### config.mk
export PLATFORM = sky130hd
export DESIGN_NAME = line_rasterizer
export DESIGN_NICKNAME = d
export VERILOG_FILES = /design/src/rtl/line_rasterizer.sv
export SDC_FILE = /design/constraint.sdc
export NUM_CORES = 1
export LEC_CHECK = 0
export ABC_CLOCK_PERIOD_IN_PS = 5500
export CAP_MARGIN = 20
export CELL_PAD_IN_SITES_DETAIL_PLACEMENT = 1
export CELL_PAD_IN_SITES_GLOBAL_PLACEMENT = 2
export CORE_MARGIN = 2
export CORE_UTILIZATION = 35
export DETAILED_ROUTE_END_ITERATION = 8
export PLACE_DENSITY_LB_ADDON = 0.15
export RECOVER_POWER = 100
export SLEW_MARGIN = 10
export SYNTH_ARGS = -nofsm -noshare
export SYNTH_HDL_FRONTEND = slang
export SYNTH_SLANG_ARGS = --single-unit
export TNS_END_PERCENT = 20
### constraint.sdc
create_clock -name clk -period 5.5 [get_ports clk]
set_input_delay 0.55 -clock clk [delete_from_list [all_inputs] [get_ports clk]]
set_output_delay 0.55 -clock clk [all_outputs]
set_load 0.05 [all_outputs]
### src/rtl/line_rasterizer.sv
// Bresenham line rasterizer: pops one segment at a time from a show-ahead
// line queue and emits one pixel per clock to the framebuffer writer.
// Pixels outside [0,XMAX)x[0,YMAX) are stepped over without a write.
module line_rasterizer #(
    parameter int unsigned XMAX = 640,
    parameter int unsigned YMAX = 480
) (
    input  logic        clk,
    input  logic        rst,
    input  logic [10:0] lineStartX,
    input  logic [10:0] lineEndX,
    input  logic [10:0] lineStartY,
    input  logic [10:0] lineEndY,
    input  logic [2:0]  lineColor,
    input  logic        lineEmpty,
    output logic        lineRead,
    output logic [10:0] pixX,
    output logic [10:0] pixY,
    output logic [2:0]  pixColor,
    output logic        pixWrite,
    input  logic        pixReady,
    output logic        lineDone,
    output logic        busy
);

    localparam logic [11:0] L_XLIM = 12'(XMAX);
    localparam logic [11:0] L_YLIM = 12'(YMAX);

    typedef enum logic [1:0] {
        StIdle  = 2'd0,
        StSetup = 2'd1,
        StDraw  = 2'd2
    } state_t;

    state_t              r_state;
    state_t              w_state_d;

    // Current pixel position doubles as the latched start point until SETUP.
    logic [10:0]         r_x;
    logic [10:0]         r_y;
    logic [10:0]         r_x1;
    logic [10:0]         r_y1;
    logic [2:0]          r_color;
    logic signed [11:0]  r_dx;
    logic signed [11:0]  r_dy;
    logic                r_sx_neg;
    logic                r_sy_neg;
    logic signed [13:0]  r_err;

    logic [11:0]         w_dx_abs;
    logic [11:0]         w_dy_abs;
    logic signed [13:0]  w_dx_ext;
    logic signed [13:0]  w_dy_ext;
    logic signed [13:0]  w_e2;
    logic                w_step_x;
    logic                w_step_y;
    logic signed [13:0]  w_err_next;
    logic [10:0]         w_x_inc;
    logic [10:0]         w_y_inc;
    logic                w_clip;
    logic                w_at_end;
    logic                w_consumed;

    // Bresenham step terms and the pixel-consumed condition.
    always_comb begin
        w_dx_abs   = (r_x1 >= r_x) ? {1'b0, r_x1 - r_x} : {1'b0, r_x - r_x1};
        w_dy_abs   = (r_y1 >= r_y) ? {1'b0, r_y1 - r_y} : {1'b0, r_y - r_y1};
        w_dx_ext   = {{2{r_dx[11]}}, r_dx};
        w_dy_ext   = {{2{r_dy[11]}}, r_dy};
        w_e2       = r_err <<< 1;
        w_step_x   = (w_e2 >= w_dy_ext);
        w_step_y   = (w_e2 <= w_dx_ext);
        // Both adjustments start from the pre-update error.
        w_err_next = r_err + (w_step_x ? w_dy_ext : 14'sd0)
                           + (w_step_y ? w_dx_ext : 14'sd0);
        w_x_inc    = r_sx_neg ? 11'h7ff : 11'h001;
        w_y_inc    = r_sy_neg ? 11'h7ff : 11'h001;
        w_clip     = ({1'b0, r_x} >= L_XLIM) || ({1'b0, r_y} >= L_YLIM);
        w_at_end   = (r_x == r_x1) && (r_y == r_y1);
        // A clipped pixel never waits on the framebuffer.
        w_consumed = (r_state == StDraw) && (w_clip || pixReady);
    end

    // Next-state decode and handshake strobes.
    always_comb begin
        w_state_d = r_state;
        lineRead  = 1'b0;
        lineDone  = 1'b0;
        unique case (r_state)
            StIdle: begin
                if (!lineEmpty) begin
                    lineRead  = 1'b1;
                    w_state_d = StSetup;
                end
            end
            StSetup: begin
                if (r_color == 3'd0) begin
                    lineDone  = 1'b1;
                    w_state_d = StIdle;
                end else begin
                    w_state_d = StDraw;
                end
            end
            StDraw: begin
                if (w_consumed && w_at_end) begin
                    lineDone  = 1'b1;
                    w_state_d = StIdle;
                end
            end
            default: w_state_d = StIdle;
        endcase
        // Suppress strobes while in reset so no queue entry is lost.
        if (rst) begin
            lineRead = 1'b0;
            lineDone = 1'b0;
        end
    end

    // Pixel port is a direct view of the current Bresenham position.
    always_comb begin
        pixX     = r_x;
        pixY     = r_y;
        pixColor = r_color;
        pixWrite = (r_state == StDraw) && !w_clip && !rst;
        busy     = (r_state != StIdle);
    end

    // FSM state register.
    always_ff @(posedge clk) begin
        if (rst) begin
            r_state <= StIdle;
        end else begin
            r_state <= w_state_d;
        end
    end

    // Segment latch, setup arithmetic and per-pixel stepping.
    always_ff @(posedge clk) begin
        if (rst) begin
            r_x      <= '0;
            r_y      <= '0;
            r_x1     <= '0;
            r_y1     <= '0;
            r_color  <= '0;
            r_dx     <= '0;
            r_dy     <= '0;
            r_sx_neg <= 1'b0;
            r_sy_neg <= 1'b0;
            r_err    <= '0;
        end else begin
            unique case (r_state)
                StIdle: begin
                    if (!lineEmpty) begin
                        r_x     <= lineStartX;
                        r_y     <= lineStartY;
                        r_x1    <= lineEndX;
                        r_y1    <= lineEndY;
                        r_color <= lineColor;
                    end
                end
                StSetup: begin
                    if (r_color != 3'd0) begin
                        r_dx     <= w_dx_abs;
                        r_dy     <= -w_dy_abs;
                        r_sx_neg <= !(r_x < r_x1);
                        r_sy_neg <= !(r_y < r_y1);
                        r_err    <= {2'b00, w_dx_abs} - {2'b00, w_dy_abs};
                    end
                end
                StDraw: begin
                    if (w_consumed && !w_at_end) begin
                        r_err <= w_err_next;
                        if (w_step_x) begin
                            r_x <= r_x + w_x_inc;
                        end
                        if (w_step_y) begin
                            r_y <= r_y + w_y_inc;
                        end
                    end
                end
                default: ;
            endcase
        end
    end

endmodule

# --- Word-level counts from Yosys, hierarchy flattened ---
# Index checks and enable logic that the tools add are counted.
totals:
  regBits: 88
  latch_bits: 0
  ramBits: 0
  romBits: 0
  out_inout_bits: 29
  n_memories: 0
op_classes:
  n_addsub: 10
  mul: 0
  div: 0
  magnitude_cmp: 8
  n_eq_ne: 10
  shift: 0
  muxes: 28
  n_bitwise: 1
  reduce_logical: 25
op_table:
  columns: ["op", "count"]
  rows:
  - ["two-way mux 11 bit", 11]
  - ["case mux 11 bit (2 select lines)", 2]
  - ["subtractor 11 bit", 4]
  - ["two-way mux 14 bit", 3]
  - ["adder 14 bit", 2]
  - ["case mux 14 bit (2 select lines)", 1]
  - ["adder 11 bit", 2]
  - ["== test 11 bit", 2]
  - ["greater-or-equal comparator 11 bit", 2]
  - ["< comparator 11 bit", 2]
  - ["greater-or-equal comparator 14 x 12 -> 1 bit", 1]
  - ["<= comparator 14 x 12 -> 1 bit", 1]
  - ["negation 11 -> 12 bit", 1]
  - ["subtractor 11 x 11 -> 12 bit", 1]
  - ["greater-or-equal comparator 11 x 10 -> 1 bit (second input constant)", 1]
  - ["greater-or-equal comparator 11 x 9 -> 1 bit (second input constant)", 1]
  - ["inequality test 2 bit (second input constant)", 4]
  - ["AND reduction 4 bit", 2]
  - ["logical AND 1 bit", 6]
  - ["two-way mux 1 bit", 6]
  - ["two-way mux 2 bit", 3]
  - ["case mux 2 bit (3 select lines)", 1]
  - ["AND reduction 2 bit", 3]
  - ["nonzero test 2 bit", 3]
  - ["other kinds (11)", 17]

# --- Depth between registers and ports, before layout ---
# Gate-level depths: netlist of the first run.
logic_depth:
  depth_word: 8
  depth_mapped: 22
  mapped_depth_nobuf: 22

# --- Worst setup path after synthesis of the first run ---
# OpenSTA, ideal clock, no wires.
synth_path:
  kind: "register -> register"
  startpoint: "register r_err[4]"
  endpoint: "register r_err[11]"
  setup_ns: 0.091
  t_arrival_ns: 4.350
  setup_slack_ns: 1.059
  stages_incl_launch_ff: 21
  path_buffers: 1
  period_less_slack_ns: 4.441
  path_cell_list: "dfxtp_1 -> ha_1 -> nand3_1 -> o221a_2 -> o221ai_1 -> a21oi_1 -> o21ai_0 -> clkbuf_1 -> a21oi_1 -> fa_1 -> ha_1 -> fa_1 -> a21o_1 -> a21oi_1 -> o21ai_0 -> a21oi_1 -> o21ai_0 -> a31oi_1 -> xnor2_1 -> nand2_1 -> a311oi_1"
synth_between:
  elab_chain_cells: 6
synth_lines:
  columns: ["item", "line_no", "rtl"]
  rows:
  - ["from (decl)", "48", "logic signed [13:0] r_err;"]
  - ["from (signal assigned)", "167", "r_err <= {2'b00, w_dx_abs} - {2'b00, w_dy_abs};"]
  - ["from (signal assigned)", "172", "r_err <= w_err_next;"]
  - ["greater-or-equal comparator 14 x 12 -> 1 bit", "71", "w_step_x = (w_e2 >= w_dy_ext);"]
  - ["two-way mux 14 bit", "74", "w_err_next = r_err + (w_step_x ? w_dy_ext : 14'sd0)"]
  - ["adder 14 bit", "74", null]
  - ["adder 14 bit (*)", "75", "+ (w_step_y ? w_dx_ext : 14'sd0);"]
  - ["two-way mux 14 bit (*)", "171", "if (w_consumed && !w_at_end) begin"]
  - ["case mux 14 bit (2 select lines) (*)", "151", "unique case (r_state)"]
# Mark *: on every way between the ends. The rest lies on a longest branch, timed or not. The select of a mux whose other input is x is not followed.
# A chain may end at the register's enable or synchronous reset.

# --- Final worst setup path of the first run ---
layout_path:
  startpoint: "register r_x[8], in the netlist pixX[8]"
  endpoint: "register r_err[12]"
layout_rtl:
  columns: ["item", "line_no", "rtl"]
  rows:
  - ["from (decl)", "39", "logic [10:0] r_x;"]
  - ["from (signal assigned)", "154", "r_x <= lineStartX;"]
  - ["from (signal assigned)", "174", "r_x <= r_x + w_x_inc;"]
  - ["greater-or-equal comparator 11 bit", "66", "w_dx_abs = (r_x1 >= r_x) ? {1'b0, r_x1 - r_x} : {1'b0, r_x - r_x1};"]
  - ["two-way mux 11 bit", "66", null]
  - ["net w_dx_abs[5]", "50", "logic [11:0] w_dx_abs;"]
  - ["subtractor 11 x 11 -> 12 bit", "167", null]
  - ["two-way mux 14 bit", "162", "if (r_color != 3'd0) begin"]
  - ["case mux 14 bit (2 select lines)", "151", null]
# The timed path passes the listed nets, and every way through them passes these cells. The select of a mux whose other input is x is not followed.

==> impl_metrics.ini, run 1 <==
[global_route]
grt_pass1_wl_um = 44700
met2_usage_pct = 36.6
overflow = 0
grt_max_degree = 53
top_usage_layer = met2
antenna_found_initial = 0
met3_usage_pct = 2.45
grt_pass1_vias = 8075
track_usage_pct = 22.1
use_met1_pct = 30.5

[sta]
fmax_ghz = 0.200
worst_pin_slew_ns = 1.52
post-route-period-util_pct = 91.1
final-hold-violation-count = 0
setup_viol = 0
hold_ws_ns = 0.456
layout_min_cycle_time_ns = 5.01
final.setup.tns_ns = 0
rsz0062_at_grt = false
setup_ws_ns = 0.490
drv_slew = 28
clock_skew_ns = 0.00999
slew_headroom_pct = -1.33

[place]
port_buffers = 79
dp_hpwl_um = 22000
gp_congestion = 0.845
place_ws_ns = 0.507

[floorplanning]
coreArea_um2 = 23600
die_area_um2 = 25400
rows = 56
die_x_um = 159
ios = 80
die_y_um = 159
start_util_pct = 35.8

[critical_path]
cp-end-kind = flop
required_ns = 5.77
crit_fanout = 12
criticalPathCategory = flop to flop
crit_arrival_ns = 5.28
startpoint_type = flop

[detailed_routing]
drc = 0
ant_nets = 0
drtPass1Iterations = 5
wl_um = 27600
vias_per_cell = 5.32
num_vias = 7818
drtIter0Drc = 279
wl_per_cell_um = 18.8

[yosys]
ys_seq_area_share_pct = 20.6
netlist_top_cells_area = dfxtp_1 21%, ha_1 17%, a21oi_1 6.1%
synth_top_family_by_area = compound AO/OA/AOI/OAI gates
synth_compound_area_share_pct = 23.3
synthCells = 1086
async_flop_share_pct = 0
syn_area_um2 = 8450
synth-main-ff-cell = dfxtp_1
netlist.area_leader.share_pct = 20.6
synth_edf_count = 0
ys_ff_latch = 87
synthAdderAreaFrac_pct = 21.1
synth-simple-area-share_pct = 18.0
ys_warn_count = 0
synth_xor_area_share_pct = 5.45
synthMuxAreaShare_pct = 4.00
synth_cell_types = 74
syn_nets = 1268
synth.avg_cell_area_um2 = 7.78
synth_top_cell_by_area = dfxtp_1

[clocking]
cts_resized = 0
worstSkewPairLatency_ns = 0.36
cts_tree = built
cts_buffers = 9
ctsHoldBuffers = 0
clock_path_buffers = 2
postCtsSetupBuffers = 0
clkTransAtPathRegs_ns = 0.07
clock-sinks = 87
cts_root_buf = clkbuf_16
htree_levels = 3

[finish]
multi_input_area_um2 = 6050
fill_cells = 2950
drive_gt1_share_pct = 4.43
final_nets = 1328
syn_to_final_growth_pct = 16.4
regArea_um2 = 1740
antennaDiodeCount = 0

[run]
maxCapViolCount = 1

[power]
power.density_nw_per_um2 = 421
worst_ir_drop_vdd_v = 0.000183
leakage_uw = 0.00428

[run_status]
outcome = finished with violations
violations = max-capacitance violations, max-slew violations

[hold_path]
hold_class = flop to flop
==> through the flow <==
stage	power [µW]	cell area (µm²)	util, %	cells
floorplan	2740	8450	-	1086
global placement	3450	9570	40.5	1453
detailed placement	3480	9570	40.5	1453
CTS	4200	9890	41.9	1469
global route	4520	9840	41.7	1470
finish	4140	9840	41.7	1470
==> cell type report <==
cell class	count	share of cell area, %
Multi-Input combinational cell	839	61.5
Sequential cell	87	17.7
Timing Repair Buffer	100	9.30
Inverter	109	4.16
Tap cell	319	4.05
Clock buffer	10	2.33
Clock inverter	6	0.953
==> synth_stat cells (all sizes together), types with 5 or more instances <==
cell type,instances
nand2,120
ha,112
inv,108
a21oi,103
nor2,92
dfxtp,87
a211oi,44
o21ai,43
clkbuf,35
xnor2,33
mux2i,30
nor3,26
a21o,24
fa,19
xor2,17
buf,16
nand2b,14
nand3,14
nor2b,14
a31oi,10
nand4,10
a21boi,9
o21a,7
o311ai,7
or3,7
a311oi,6
and3,6
o211a,5
o211ai,5
o221a,5
or4,5
==> kinds of logic after synthesis <==
family	Yosys count
simple gates	325
compound gates	300
buf+inv	160
fa+ha+maj	131
flops	87
xor+xnor	50
mux	33
==> registers in the layout, indices dropped and copies added, names as in the netlist, 3 cells and up <==
signal    cells
r_err        13
r_dy         12
pixX         11
pixY         11
r_dx         11
r_x1         11
r_y1         11
pixColor      3
==> layer usage <==
metal	up-vias	share of wire, %	wire [µm]
met3	19	2.6	712
met5	-	0	0
li1	3945	-	-
met1	3739	51	14000
met2	115	45	12500
met4	0	1.6	431
==> worst paths after layout <==
check                   end  slack (ns)  cells past startpoint     from
hold reg to reg     r_dy[2]        0.46                      2  r_dy[2]
setup reg to reg  r_err[12]        0.49                     17  pixX[8]
setup / recovery  r_err[12]        0.49                     17  pixX[8]
hold / removal      r_dy[2]        0.46                      2  r_dy[2]
==> placed cells by master, fill, tap and decap left out, types with 17 or more instances in the layout <==
cell	n
ha_1	112
fa_1	19
a211oi_1	43
nor2_1	90
o21ai_0	43
xnor2_1	30
clkdlybuf4s50_1	49
dlygate4sd3_1	29
a21oi_1	103
mux2i_1	30
nand2_1	120
dfxtp_1	87
xor2_1	17
a21o_1	24
inv_1	108
nor3_1	25
==> power breakdown <==
group,switching (µW),leakage (µW),total [µW],internal [µW]
Clock,294,0.000153,696,402
Sequential,99.2,0.000714,807,708
Combinational,1590,0.00341,2640,1050
Total,1980,0.00428,4140,2160
==> critical path, stage by stage, from the launching register on <==
cell and delay [ns]:
dfxtp_1 0.43, inv_1 0.07, ha_1 0.54, nand4_1 0.20, nor4_1 0.49, a211oi_1 0.19, a31o_1 0.42, mux2_1 0.47
a32oi_1 0.26, xnor2_1 0.21, ha_1 0.33, or3_1 0.32, o21ai_0 0.12, a211oi_1 0.11, o21a_1 0.23, o21ai_0 0.15
nand2_1 0.12, a311oi_1 0.26
Power figures use the tool's default switching activity.
==> run 2: changes to the inputs <==
--- a/config.mk
+++ b/config.mk
@@ -5,11 +5,11 @@
 export SDC_FILE = /design/constraint.sdc
 export NUM_CORES = 1
 export LEC_CHECK = 0
-export ABC_CLOCK_PERIOD_IN_PS = 5500
+export ABC_CLOCK_PERIOD_IN_PS = 5000
 export CAP_MARGIN = 20
 export CELL_PAD_IN_SITES_DETAIL_PLACEMENT = 1
 export CELL_PAD_IN_SITES_GLOBAL_PLACEMENT = 2
-export CORE_MARGIN = 2
+export CORE_MARGIN = 4
 export CORE_UTILIZATION = 35
 export DETAILED_ROUTE_END_ITERATION = 8
 export PLACE_DENSITY_LB_ADDON = 0.15
==> constraint.sdc (replaced) <==
create_clock -name clk -period 5 [get_ports clk]
set_input_delay 0.5 -clock clk [delete_from_list [all_inputs] [get_ports clk]]
set_output_delay 0.5 -clock clk [all_outputs]
set_load 0.05 [all_outputs]
==> impl_metrics.ini, run 2 (synthesis gave the netlist of run 1 again) <==
[critical_path]
cp-endpoint = r_err[12]
r2r_slack_ns = 0.26
r2r_cells = 17
crit_arrival_ns = 5.00
criticalPathCategory = flop to flop
crit_family = compound AO/OA/AOI/OAI gates
crit_fanout = 12
cp-end-kind = flop
crit_cells = 17
slowest_stage = dfxtp_1
startpoint_type = flop
worst-path-buf-inv = 1
crit_chain = inv_1 -> ha_1 -> nand4_1 -> nor4_2 -> a211oi_2 -> a31o_4 -> mux2_2 -> a32oi_1 -> xnor2_1 -> ha_1 -> or3_1 -> o21ai_0 -> a211oi_1 -> o21a_1 -> o21ai_0 -> nand2_1 -> a311oi_1
rr_endpoint = r_err[12]
r2r-start = pixX[6]
slowest_delay_ns = 0.47
required_ns = 5.25
critPathLaunch = pixX[6]

[global_route]
grt_max_degree = 72
grt_pass1_vias = 8336
grt_pass1_wl_um = 45800
antenna_found_initial = 0
overflow = 0
track_usage_pct = 21.8

[detailed_routing]
ant_nets = 0
wl_per_cell_um = 19.6
drtIter0Drc = 286
num_vias = 7869
vias_per_cell = 5.34
drc = 0
drtPass1Iterations = 4
wl_um = 28800

[finish]
antennaDiodeCount = 0
layout.cells.non_filler = 1473
largest_reg_flops = 13
layout_common_cells = 120 x nand2_1, 111 x ha_1, 108 x inv_1
largest_register = r_err
layout_commonest_cell = nand2_1
final_nets = 1331
reg_top3 = r_err (13), r_dy (12)
syn_to_final_growth_pct = 17.1
drive_gt1_share_pct = 5.81

[clocking]
ctsHoldBuffers = 0
clkTransAtPathRegs_ns = 0.07
worstSkewPairLatency_ns = 0.36
clock-sinks = 87
cts_resized = 0
cts_root_buf = clkbuf_16
cts_tree = built
postCtsSetupBuffers = 0
clock_path_buffers = 2
htree_levels = 3
cts_buffers = 9

[sta]
worst_pin_slew_ns = 1.42
post-route-period-util_pct = 94.9
drv_slew = 0
fmax_ghz = 0.211
hold_ws_ns = 0.466
setup_viol = 0
slew_headroom_pct = 5.12
final-hold-violation-count = 0
layout_min_cycle_time_ns = 4.74
clock_skew_ns = 0.0134

[floorplanning]
ios = 80
die_y_um = 163
coreArea_um2 = 23600
die_x_um = 163
start_util_pct = 35.8
die_area_um2 = 26700
rows = 56

[place]
dp_hpwl_um = 23000
port_buffers = 79
dp.cells = 1457
gp_congestion = 0.880

[run]
maxCapViolCount = 0

[power]
power.density_nw_per_um2 = 465
leakage_uw = 0.00430
worst_ir_drop_vdd_v = 0.000205

[run_status]
outcome = completed

[hold_path]
hold_class = flop to flop
[run 2: how the worst min path moves through the flow]
stage / end / cells after the start / slack, ns / from
after floorplan: r_dy[2] / 2 / 0.43 / r_dy[2]
after global placement: r_dx[2] / 2 / 0.45 / r_dx[2]
after detailed placement: r_dx[2] / 2 / 0.45 / r_dx[2]
after CTS: r_dx[7] / 2 / 0.46 / r_dx[7]
after global routing: r_y1[6] / 2 / 0.50 / r_y1[6]
final: r_dx[7] / 2 / 0.47 / r_dx[7]
[run 2: worst reg2reg max path, cell delays in order (launching register included)]
cell and delay, ns:
dfxtp_1 0.47, inv_1 0.08, ha_1 0.43, nand4_1 0.20
nor4_2 0.46, a211oi_2 0.15, a31o_4 0.34, mux2_2 0.34
a32oi_1 0.24, xnor2_1 0.20, ha_1 0.32, or3_1 0.31
o21ai_0 0.14, a211oi_1 0.12, o21a_1 0.22, o21ai_0 0.17
nand2_1 0.15, a311oi_1 0.30
[run 2: area by class of cell]
| type | count | area [µm²] |
|---|---|---|
| sequential | 87 | 1740 |
| multi-input combinational | 839 | 6090 |
| clock buffer | 10 | 239 |
| tap | 319 | 399 |
| inverter | 109 | 409 |
| timing repair buffer | 103 | 950 |
| fill | 2929 | 13700 |
| clock inverter | 6 | 68.8 |
[run 2: report_power, final]
part	switching (µW)	total, µW	internal [µW]
Sequential	105	884	779
Clock	331	736	405
Combinational	1790	2980	1190
Total	2230	4600	2370
[run 2: layer usage]
metal / GRT usage, % / routed length [µm] / vias to the layer above
li1: - / - / 3931
met1: 30.1 / 14100 / 3790
met2: 36.1 / 13000 / 124
met3: 3.15 / 1230 / 24
met4: 5.30 / 527 / 0
met5: 0 / 0 / -
[run 2: through the flow]
stage          area (µm²)  worst slack, ns  power [µW]  utilization (%)   TNS, ns
6_report             9900            0.256        4600             41.9         0
5_1_grt              9900         -0.00695        4990             41.9  -0.00695
4_1_cts              9910           0.0124        4620             42.0         0
3_5_place_dp         9600           0.0328        3850             40.7         0
3_3_place_gp         9600           0.0194        3830             40.7         0
2_1_floorplan        8450            0.559        3010                -         0
==> run 3: changes to the inputs <==
--- a/config.mk
+++ b/config.mk
@@ -9,7 +9,6 @@
 export CAP_MARGIN = 20
 export CELL_PAD_IN_SITES_DETAIL_PLACEMENT = 1
 export CELL_PAD_IN_SITES_GLOBAL_PLACEMENT = 2
-export CORE_MARGIN = 4
 export CORE_UTILIZATION = 35
 export DETAILED_ROUTE_END_ITERATION = 8
 export PLACE_DENSITY_LB_ADDON = 0.15
==> impl_metrics.ini, run 3 (synthesis gave the netlist of run 1 again) <==
[detailed_routing]
drc = 0
drtPass1Iterations = 4
drtIter0Drc = 239
wl_um = 28300
wl_per_cell_um = 19.1
num_vias = 7895
vias_per_cell = 5.34
ant_nets = 0

[global_route]
overflow = 0
grt_pass1_wl_um = 44900
grt_max_degree = 48
antenna_found_initial = 0
track_usage_pct = 23.8
grt_pass1_vias = 8008

[critical_path]
crit_fanout = 12
slowest_stage = o21ai_0
cp-end-kind = flop
crit_chain = inv_1 -> ha_1 -> nand2_1 -> o21ai_0 -> a21oi_1 -> a31o_4 -> mux2_2 -> a32oi_1 -> xnor2_1 -> ha_1 -> or3_1 -> o21ai_0 -> a211oi_1 -> o21a_1 -> o21ai_0 -> nand2_1 -> a311oi_1
crit_top_cell = o21ai_0
required_ns = 5.26
startpoint_type = flop
critPathLaunch = pixX[6]
crit_arrival_ns = 4.97
r2r_slack_ns = 0.29
slowest_delay_ns = 0.47
criticalPathCategory = flop to flop
r2r-start = pixX[6]

[place]
port_buffers = 79
dp_hpwl_um = 22800
gp_congestion = 0.874
dp.cells = 1463

[sta]
slew_headroom_pct = -54.5
clock_skew_ns = 0.0158
hold_ws_ns = 0.459
final-hold-violation-count = 0
fmax_ghz = 0.212
post-route-period-util_pct = 94.2
drv_slew = 48
setup_viol = 0
rsz0062_at_grt = false
worst_pin_slew_ns = 2.32
layout_min_cycle_time_ns = 4.71
final.setup.tns_ns = 0

[clocking]
clock_path_buffers = 2
htree_levels = 3
clock-sinks = 87
cts_tree = built
ctsHoldBuffers = 0
cts_root_buf = clkbuf_16
clkTransAtPathRegs_ns = 0.07
cts_buffers = 9
worstSkewPairLatency_ns = 0.36

[floorplanning]
die_area_um2 = 24800
ios = 80
die_x_um = 157
coreArea_um2 = 23600
start_util_pct = 35.8
die_y_um = 157
rows = 56

[finish]
fill_cells = 2917
syn_to_final_growth_pct = 17.8
layout_common_cells = 120 x nand2_1, 110 x ha_1, 108 x inv_1
layout_commonest_cell = nand2_1
largest_register = r_err
drive_gt1_share_pct = 6.21
utilization_pct = 42.2
largest_reg_flops = 13
antennaDiodeCount = 0
final_nets = 1337
layout.cells.non_filler = 1479
reg_top3 = r_err (13), r_dy (12)

[run]
maxCapViolCount = 1

[power]
p_total_uw = 4630
switching_share_pct = 47.5
switching_power_uw = 2200
comb_power_share_pct = 64.3
p_clk_share_pct = 16.7
seqPwrFrac_pct = 19.0
worst_ir_drop_vdd_v = 0.000199
internal_power_uw = 2430
power.density_nw_per_um2 = 465
leakage_uw = 0.00434

[run_status]
outcome = finished with violations
violations = max-capacitance violations, max-slew violations

[hold_path]
hold_class = flop to flop
hp-start = r_dy[2]
run 3: power by group through the flow:
stage	clock network (µW)	registers (µW)	logic [µW]
finish	772	880	2980
global route	815	894	3290
CTS	785	882	3000
detailed placement	0	898	2990
global placement	0	895	2960
floorplan	0	962	2050
run 3: per-stage QoR:
stage / instance area [µm²] / setup WS (ns)
2_1_floorplan: 8450 / 0.559
3_3_place_gp: 9650 / 0.0412
3_5_place_dp: 9650 / 0.0579
4_1_cts: 9970 / 0.0421
5_1_grt: 9960 / 0.0173
6_report: 9960 / 0.292
run 3: layer usage:
layer / vias to the layer above / GRT usage (%) / routed length (µm)
met5: - / 0 / 0
met4: 0 / 6.24 / 624
met3: 28 / 3.17 / 855
met2: 131 / 39.0 / 12700
met1: 3783 / 32.6 / 14100
li1: 3953 / - / -
run 3: area by class of cell:
class / instances / area, µm² / share of cell area [%]
clock buffers: 9 / 225 / 2.26
well taps: 319 / 399 / 4.01
multi-input cells: 839 / 6100 / 61.3
clock inverters: 7 / 96.3 / 0.967
flip-flops and latches: 87 / 1740 / 17.5
repair buffers: 109 / 987 / 9.91
inverters: 109 / 409 / 4.11
run 3: path summary, 6_finish.rpt:
path	end	cells past startpoint
max	r_err[11]	17
min	r_dy[2]	2
max reg2reg	r_err[11]	17
min reg2reg	r_dy[2]	2
run 3: what timing repair did:
action                     CTS  global route
setup buffers                0             0
setup endpoints to repair    0             8
gates resized for setup      0             9
run 3: worst max-delay path: cells and delay by family, from the launching register on:
| family | cells | cell delay (ns) |
|---|---|---|
| xor gates and xnor gates | 1 | 0.24 |
| buffers and inverters | 1 | 0.08 |
| AOI/OAI and AO/OA | 9 | 2.12 |
| muxes | 1 | 0.35 |
| DFF | 1 | 0.45 |
| and+or+nand+nor | 3 | 0.61 |
| adders and majority gates | 2 | 0.78 |
